## src/rtl/int_regfile_mp.sv

```systemverilog
//------------------------------------------------------------------------------
// Module   : int_regfile_mp
// Purpose  : Multi-port integer register file, 2R/2W, pending-writeback
//            scoreboard bits and a self-clearing start-up/flush sequence.
// Revision : 1.0
//------------------------------------------------------------------------------
`default_nettype none

module int_regfile_mp #(
    parameter int XLEN     = 64,
    parameter int NREGS    = 32,
    parameter int ZERO_REG = 1
) (
    input  logic                     clock,
    input  logic                     reset,
    input  logic                     clear_req,
    input  logic [$clog2(NREGS)-1:0] rd_addr_a,
    input  logic [$clog2(NREGS)-1:0] rd_addr_b,
    output logic [XLEN-1:0]          rd_data_a,
    output logic [XLEN-1:0]          rd_data_b,
    input  logic                     wr0_en,
    input  logic [$clog2(NREGS)-1:0] wr0_addr,
    input  logic [XLEN-1:0]          wr0_data,
    input  logic                     wr1_en,
    input  logic [$clog2(NREGS)-1:0] wr1_addr,
    input  logic [XLEN-1:0]          wr1_data,
    input  logic                     busy_set_en,
    input  logic [$clog2(NREGS)-1:0] busy_set_addr,
    output logic                     busy_a,
    output logic                     busy_b,
    output logic                     ready
);

    localparam int            AW         = $clog2(NREGS);
    localparam logic [AW-1:0] C_CNT_LAST = AW'(NREGS - 1);
    localparam logic [AW-1:0] C_ZERO_A   = '0;
    localparam bit            C_ZERO_EN  = (ZERO_REG != 0);

    typedef enum logic [0:0] {
        ST_CLEAR = 1'b0,
        ST_RUN   = 1'b1
    } state_t;

    state_t               r_state;
    logic [AW-1:0]        r_cnt;
    logic                 r_ready;
    logic [NREGS-1:0]     r_busy;
    logic [XLEN-1:0]      r_mem [NREGS];

    logic                 w_run;
    logic                 w_accept;
    logic                 w_wr0_we;
    logic                 w_wr1_we;
    logic                 w_clr_we;
    logic [NREGS-1:0]     w_busy_nxt;

    // A flush request takes the edge over any write presented alongside it.
    assign w_run    = (r_state == ST_RUN);
    assign w_accept = w_run && !clear_req;
    assign w_wr0_we = w_accept && wr0_en && !(C_ZERO_EN && (wr0_addr == C_ZERO_A));
    assign w_wr1_we = w_accept && wr1_en && !(C_ZERO_EN && (wr1_addr == C_ZERO_A));
    assign w_clr_we = reset && (r_state == ST_CLEAR);

    always_comb begin
        w_busy_nxt = r_busy;
        if (wr0_en) begin
            w_busy_nxt[wr0_addr] = 1'b0;
        end
        if (wr1_en) begin
            w_busy_nxt[wr1_addr] = 1'b0;
        end
        if (busy_set_en) begin
            w_busy_nxt[busy_set_addr] = 1'b1;
        end
        if (C_ZERO_EN) begin
            w_busy_nxt[0] = 1'b0;
        end
    end

    always_ff @(posedge clock) begin
        if (!reset) begin
            r_state <= ST_CLEAR;
            r_cnt   <= '0;
            r_busy  <= '0;
            r_ready <= 1'b0;
        end else begin
            case (r_state)
                ST_CLEAR: begin
                    r_cnt <= r_cnt + 1'b1;
                    if (r_cnt == C_CNT_LAST) begin
                        r_state <= ST_RUN;
                        r_ready <= 1'b1;
                    end
                end
                ST_RUN: begin
                    if (clear_req) begin
                        r_state <= ST_CLEAR;
                        r_cnt   <= '0;
                        r_busy  <= '0;
                        r_ready <= 1'b0;
                    end else begin
                        r_busy <= w_busy_nxt;
                    end
                end
                default: begin
                    r_state <= ST_CLEAR;
                    r_cnt   <= '0;
                    r_busy  <= '0;
                    r_ready <= 1'b0;
                end
            endcase
        end
    end

    // Storage carries no reset; the CLEAR walk zeroes it one entry per cycle.
    always_ff @(posedge clock) begin
        if (w_clr_we) begin
            r_mem[r_cnt] <= '0;
        end else begin
            if (w_wr0_we) begin
                r_mem[wr0_addr] <= wr0_data;
            end
            if (w_wr1_we) begin
                r_mem[wr1_addr] <= wr1_data;
            end
        end
    end

    always_comb begin
        rd_data_a = '0;
        if (w_run && !(C_ZERO_EN && (rd_addr_a == C_ZERO_A))) begin
            if (wr1_en && (wr1_addr == rd_addr_a)) begin
                rd_data_a = wr1_data;
            end else if (wr0_en && (wr0_addr == rd_addr_a)) begin
                rd_data_a = wr0_data;
            end else begin
                rd_data_a = r_mem[rd_addr_a];
            end
        end
    end

    always_comb begin
        rd_data_b = '0;
        if (w_run && !(C_ZERO_EN && (rd_addr_b == C_ZERO_A))) begin
            if (wr1_en && (wr1_addr == rd_addr_b)) begin
                rd_data_b = wr1_data;
            end else if (wr0_en && (wr0_addr == rd_addr_b)) begin
                rd_data_b = wr0_data;
            end else begin
                rd_data_b = r_mem[rd_addr_b];
            end
        end
    end

    assign busy_a = r_busy[rd_addr_a];
    assign busy_b = r_busy[rd_addr_b];
    assign ready  = r_ready;

endmodule

`default_nettype wire

```

## config.mk

```make
export PLATFORM = sky130hd
export DESIGN_NAME = int_regfile_mp
export DESIGN_NICKNAME = d
export VERILOG_FILES = /design/src/rtl/int_regfile_mp.sv
export SDC_FILE = /design/constraint.sdc
export NUM_CORES = 2
export LEC_CHECK = 0
export CAP_MARGIN = 25
export CORE_ASPECT_RATIO = 1.75
export CORE_MARGIN = 1.5
export CORE_UTILIZATION = 30
export DETAILED_ROUTE_END_ITERATION = 8
export HOLD_SLACK_MARGIN = 0.03
export PLACE_DENSITY = 0.45
export SYNTH_ARGS = -nofsm -noshare
export SYNTH_HDL_FRONTEND = slang
export SYNTH_SLANG_ARGS = --single-unit
export TNS_END_PERCENT = 30
```

## constraint.sdc

```tcl
create_clock -name clock -period 18.2 [get_ports clock]
set_clock_uncertainty 0.05 [all_clocks]
set_input_delay 2.73 -clock clock [delete_from_list [all_inputs] [get_ports clock]]
set_output_delay 2.73 -clock clock [all_outputs]
set_load 0.005 [all_outputs]
```

==> flow_summary.yaml <==
timing:
  finalHoldViolations: 0
  max_freq_mhz: 93.3
  period_needed_ns: 10.72
  rsz0062_at_grt: "no"
  tightest_slew_ns: 1.26
  relSlewSlack_pct: 15.9
  period_share_pct: 58.9
  setup_viol_count_final: 0
  drv_slew: 0
  fin_setup_tns_ns: 0
setup_path:
  crit_path_start: "rd_addr_b[0]"
  worstSetupPathType: "input port to output port"
  r2r_slack_ns: 12.32
  path_buf_inv: 5
  critPathLaunchType: "input port"
  cp_common_cell: "buf_12"
  cp_max_fo: 98
  reg2reg_from: "r_state"
  max_stage_delay_ns: 0.73
  end_kind: "output port"
  required_ns: 15.42
  cp.arrival_ns: 7.94
  path_cells: "buf_8, buf_12, buf_12, buf_12, mux4_2, mux2_2, a221oi_1, nor3_1, a221o_1, clkdlybuf4s50_1"
  ff2ff_path_depth: 9
  reg2reg_to: "r_mem[31][56]"
  crit_family: "buffers and inverters"
  slowest_stage: "buf_12"
pwr:
  clockPowerShare_pct: 42.4
  p_sw_mw: 2.54
  intPower_mw: 7.85
  irDropWorstVdd_v: 0.0000659
  combPwrFrac_pct: 7.3
  sw_frac_of_total_pct: 24.5
  p_seq_share_pct: 50.4
  p_total_mw: 10.4
  power_leakage_nw: 44.5
  cellPowerDensity_nw_per_um2: 76.9
floorplanning:
  die_area_sq_um: 406000
  die_h_um: 841
  rows: 307
  start_util_pct: 30.2
  die_x_um: 482
  coreArea_sq_um: 399000
  pin_count: 290
logic_synthesis:
  synth_seq_cells: 2086
  synthCells: 10100
  ys_warn_count: 0
  netlist_area_sq_um: 121000
  synthAdderAreaFrac_pct: 0.0208
  synth_xor_area_share_pct: 0.160
  synthSimpleGateAreaFrac_pct: 8.72
  avgSynthCellArea_sq_um: 11.9
  synth_top_cell_area_share_pct: 51.0
  synth_area_leaders: "edfxtp_1, mux4_2, o21ai_0"
  synth_top_family_by_area: "multiplexers"
  synth_compound_area_share_pct: 11.6
  ys_seq_area_share_pct: 51.7
  async_reset_ff_share_pct: 0
  yosys.area.top_type: "edfxtp_1"
  synth_edf_count: 2048
  synth_cell_types: 63
  syn-num-nets: 10300
  synthMuxAreaShare_pct: 23.1
  synthFlopType: "edfxtp_1"
finish:
  drive_above_1_share_pct: 18.8
  multi_input_area_sq_um: 53300
  final_cells: 15000
  fillers: 39000
  ff_latch_area_sq_um: 62300
  syn_to_final_growth_pct: 12.1
  fin_nets: 9760
hold_path:
  min_from: "r_busy[29]"
  hold_path_class: "register to register"
  hold_path_end: "r_busy[29]"
  holdPathStages: 2
clocking:
  cts_root_buf: "clkbuf_16"
  cts_buffer_depth: 4
  h-tree-depth: 4
  tritoncts: "done"
  path_clk_slew_ns: 0.06
  clk_latency_ns: 0.91
  cts_buffers: 210
  postCtsSetupRepairBufs: 0
  cts_hold_buffers: 0
  cts_resized: 0
  clock_sinks: 2086
detailed_routing:
  num_vias: 89400
  dr.pass1.iters: 7
  ant_nets: 0
  postRouteWirelength_mm: 533
  drtIter0Drc: 11300
  routedWlPerCell_um: 35.5
  drc: 0
  viasPerCell: 5.95
placed_design:
  gp_congestion: 0.813
  placed_cells: 14600
  portBuffers: 289
  hpwl_mm: 296
grt:
  antenna_found_initial: 20
  grt_overflow_total: 0
  grt_pass1_wl_mm: 728
  grt_max_degree: 132
  grt_pass1_vias: 88600
  grt_usage_pct: 25.8
status:
  status: "finished clean"
job:
  maxCapViolCount: 0
worst max path at each step:
stage / cells past startpoint / slack (ns) / to
after floorplan: 9 / 10.21 / r_mem[28][0]
after global routing: 10 / 7.12 / rd_data_b[40]
after global placement: 10 / 7.29 / rd_data_b[40]
after CTS: 10 / 7.39 / rd_data_b[40]
final: 10 / 7.48 / rd_data_b[40]
after detailed placement: 10 / 7.38 / rd_data_b[40]
placed cells by master, fill, tap and decap left out, types with 56 or more instances in the layout:
cell type	n
a221o_1	60
a221oi_1	56
a22oi_1	245
buf_4	240
clkbuf_16	213
clkdlybuf4s50_1	273
edfxtp_1	2048
inv_1	65
mux2_2	77
mux2i_1	282
mux4_2	1071
nand2_1	2303
nand3_1	72
nor2_1	83
nor3_1	61
o21ai_0	1878
o21ai_1	146
flip-flops by register name, summed over array words and instances (netlist names):
signal,cells
r_mem,2048
ready,1
r_state,1
r_cnt,5
r_busy,31
power groups by stage:
stage	sequential (mW)	clock [mW]	combinational (mW)
2_1_floorplan	5.34	0	0.458
3_3_place_gp	5.34	0	0.747
3_5_place_dp	5.34	0	0.753
4_1_cts	5.24	4.47	0.755
5_1_grt	5.24	4.60	0.784
6_report	5.24	4.40	0.755
worst register-to-register path, delay by kind of cell (launching register included):
family | cells | cell delay, ns
flip-flops | 1 | 0.31
AO/OA/AOI/OAI | 3 | 1.96
AND/OR/NAND/NOR | 2 | 0.49
buffers and inverters | 4 | 2.62
logic make-up after synthesis:
kind of cell	after synthesis
AO/OA/AOI/OAI	2513
XOR/XNOR	22
adder cells (fa/ha/maj)	2
buffers and inverters	1389
flip-flops	2086
multiplexers	1430
AND/OR/NAND/NOR	2667
cells in the mapped netlist (3+ instances only):
cell,instances
a2111oi_0,3
a211oi_1,14
a21oi_1,17
a221o_1,60
a221oi_1,56
a22o_1,6
a22oi_1,245
a31oi_1,17
a32oi_1,9
and2_1,12
and3_1,11
and3b_1,4
buf_1,153
buf_2,176
buf_4,71
buf_6,5
clkbuf_1,909
clkbuf_2,10
dfxtp_1,38
edfxtp_1,2048
inv_1,65
mux2_2,77
mux2i_1,282
mux4_2,1071
nand2_1,2303
nand2b_1,13
nand3_1,72
nand4_1,3
nor2_1,119
nor2b_1,30
nor3_1,61
nor3b_1,12
nor4_1,10
nor4b_1,3
o2111ai_1,4
o211ai_1,5
o21ai_0,1878
o21ai_1,146
o22ai_1,37
xnor2_1,5
xor2_1,17
metrics by stage:
step / setup WS (ns) / area, sq um / utilization (%) / hold slack (ns)
after floorplan: 10.21 / 121000 / - / 0.408
after global placement: 7.29 / 128000 / 32.0 / 0.421
after detailed placement: 7.38 / 128000 / 32.1 / 0.435
after CTS: 7.39 / 135000 / 33.7 / 0.449
after global routing: 7.12 / 135000 / 33.8 / 0.477
final: 7.48 / 135000 / 33.8 / 0.449
cell type report:
class                      count  area share (%)
sequential                  2086            46.1
multi-input combinational   6634            39.4
tap                         5253            4.86
timing repair buffer         602            4.66
clock buffer                 264            4.09
clock inverter               109           0.682
inverter                      65           0.181
antenna                        7          0.0130
layer usage:
layer | global-route usage (%) | vias to the layer above | share of wire, %
li1 | - | 37200 | -
met1 | 30.9 | 46000 | 37
met2 | 44.6 | 4834 | 50
met3 | 3.39 | 1310 | 7.4
met4 | 13.8 | 8 | 6.3
met5 | 0 | - | 0.0075
Power figures use the tool's default switching activity.
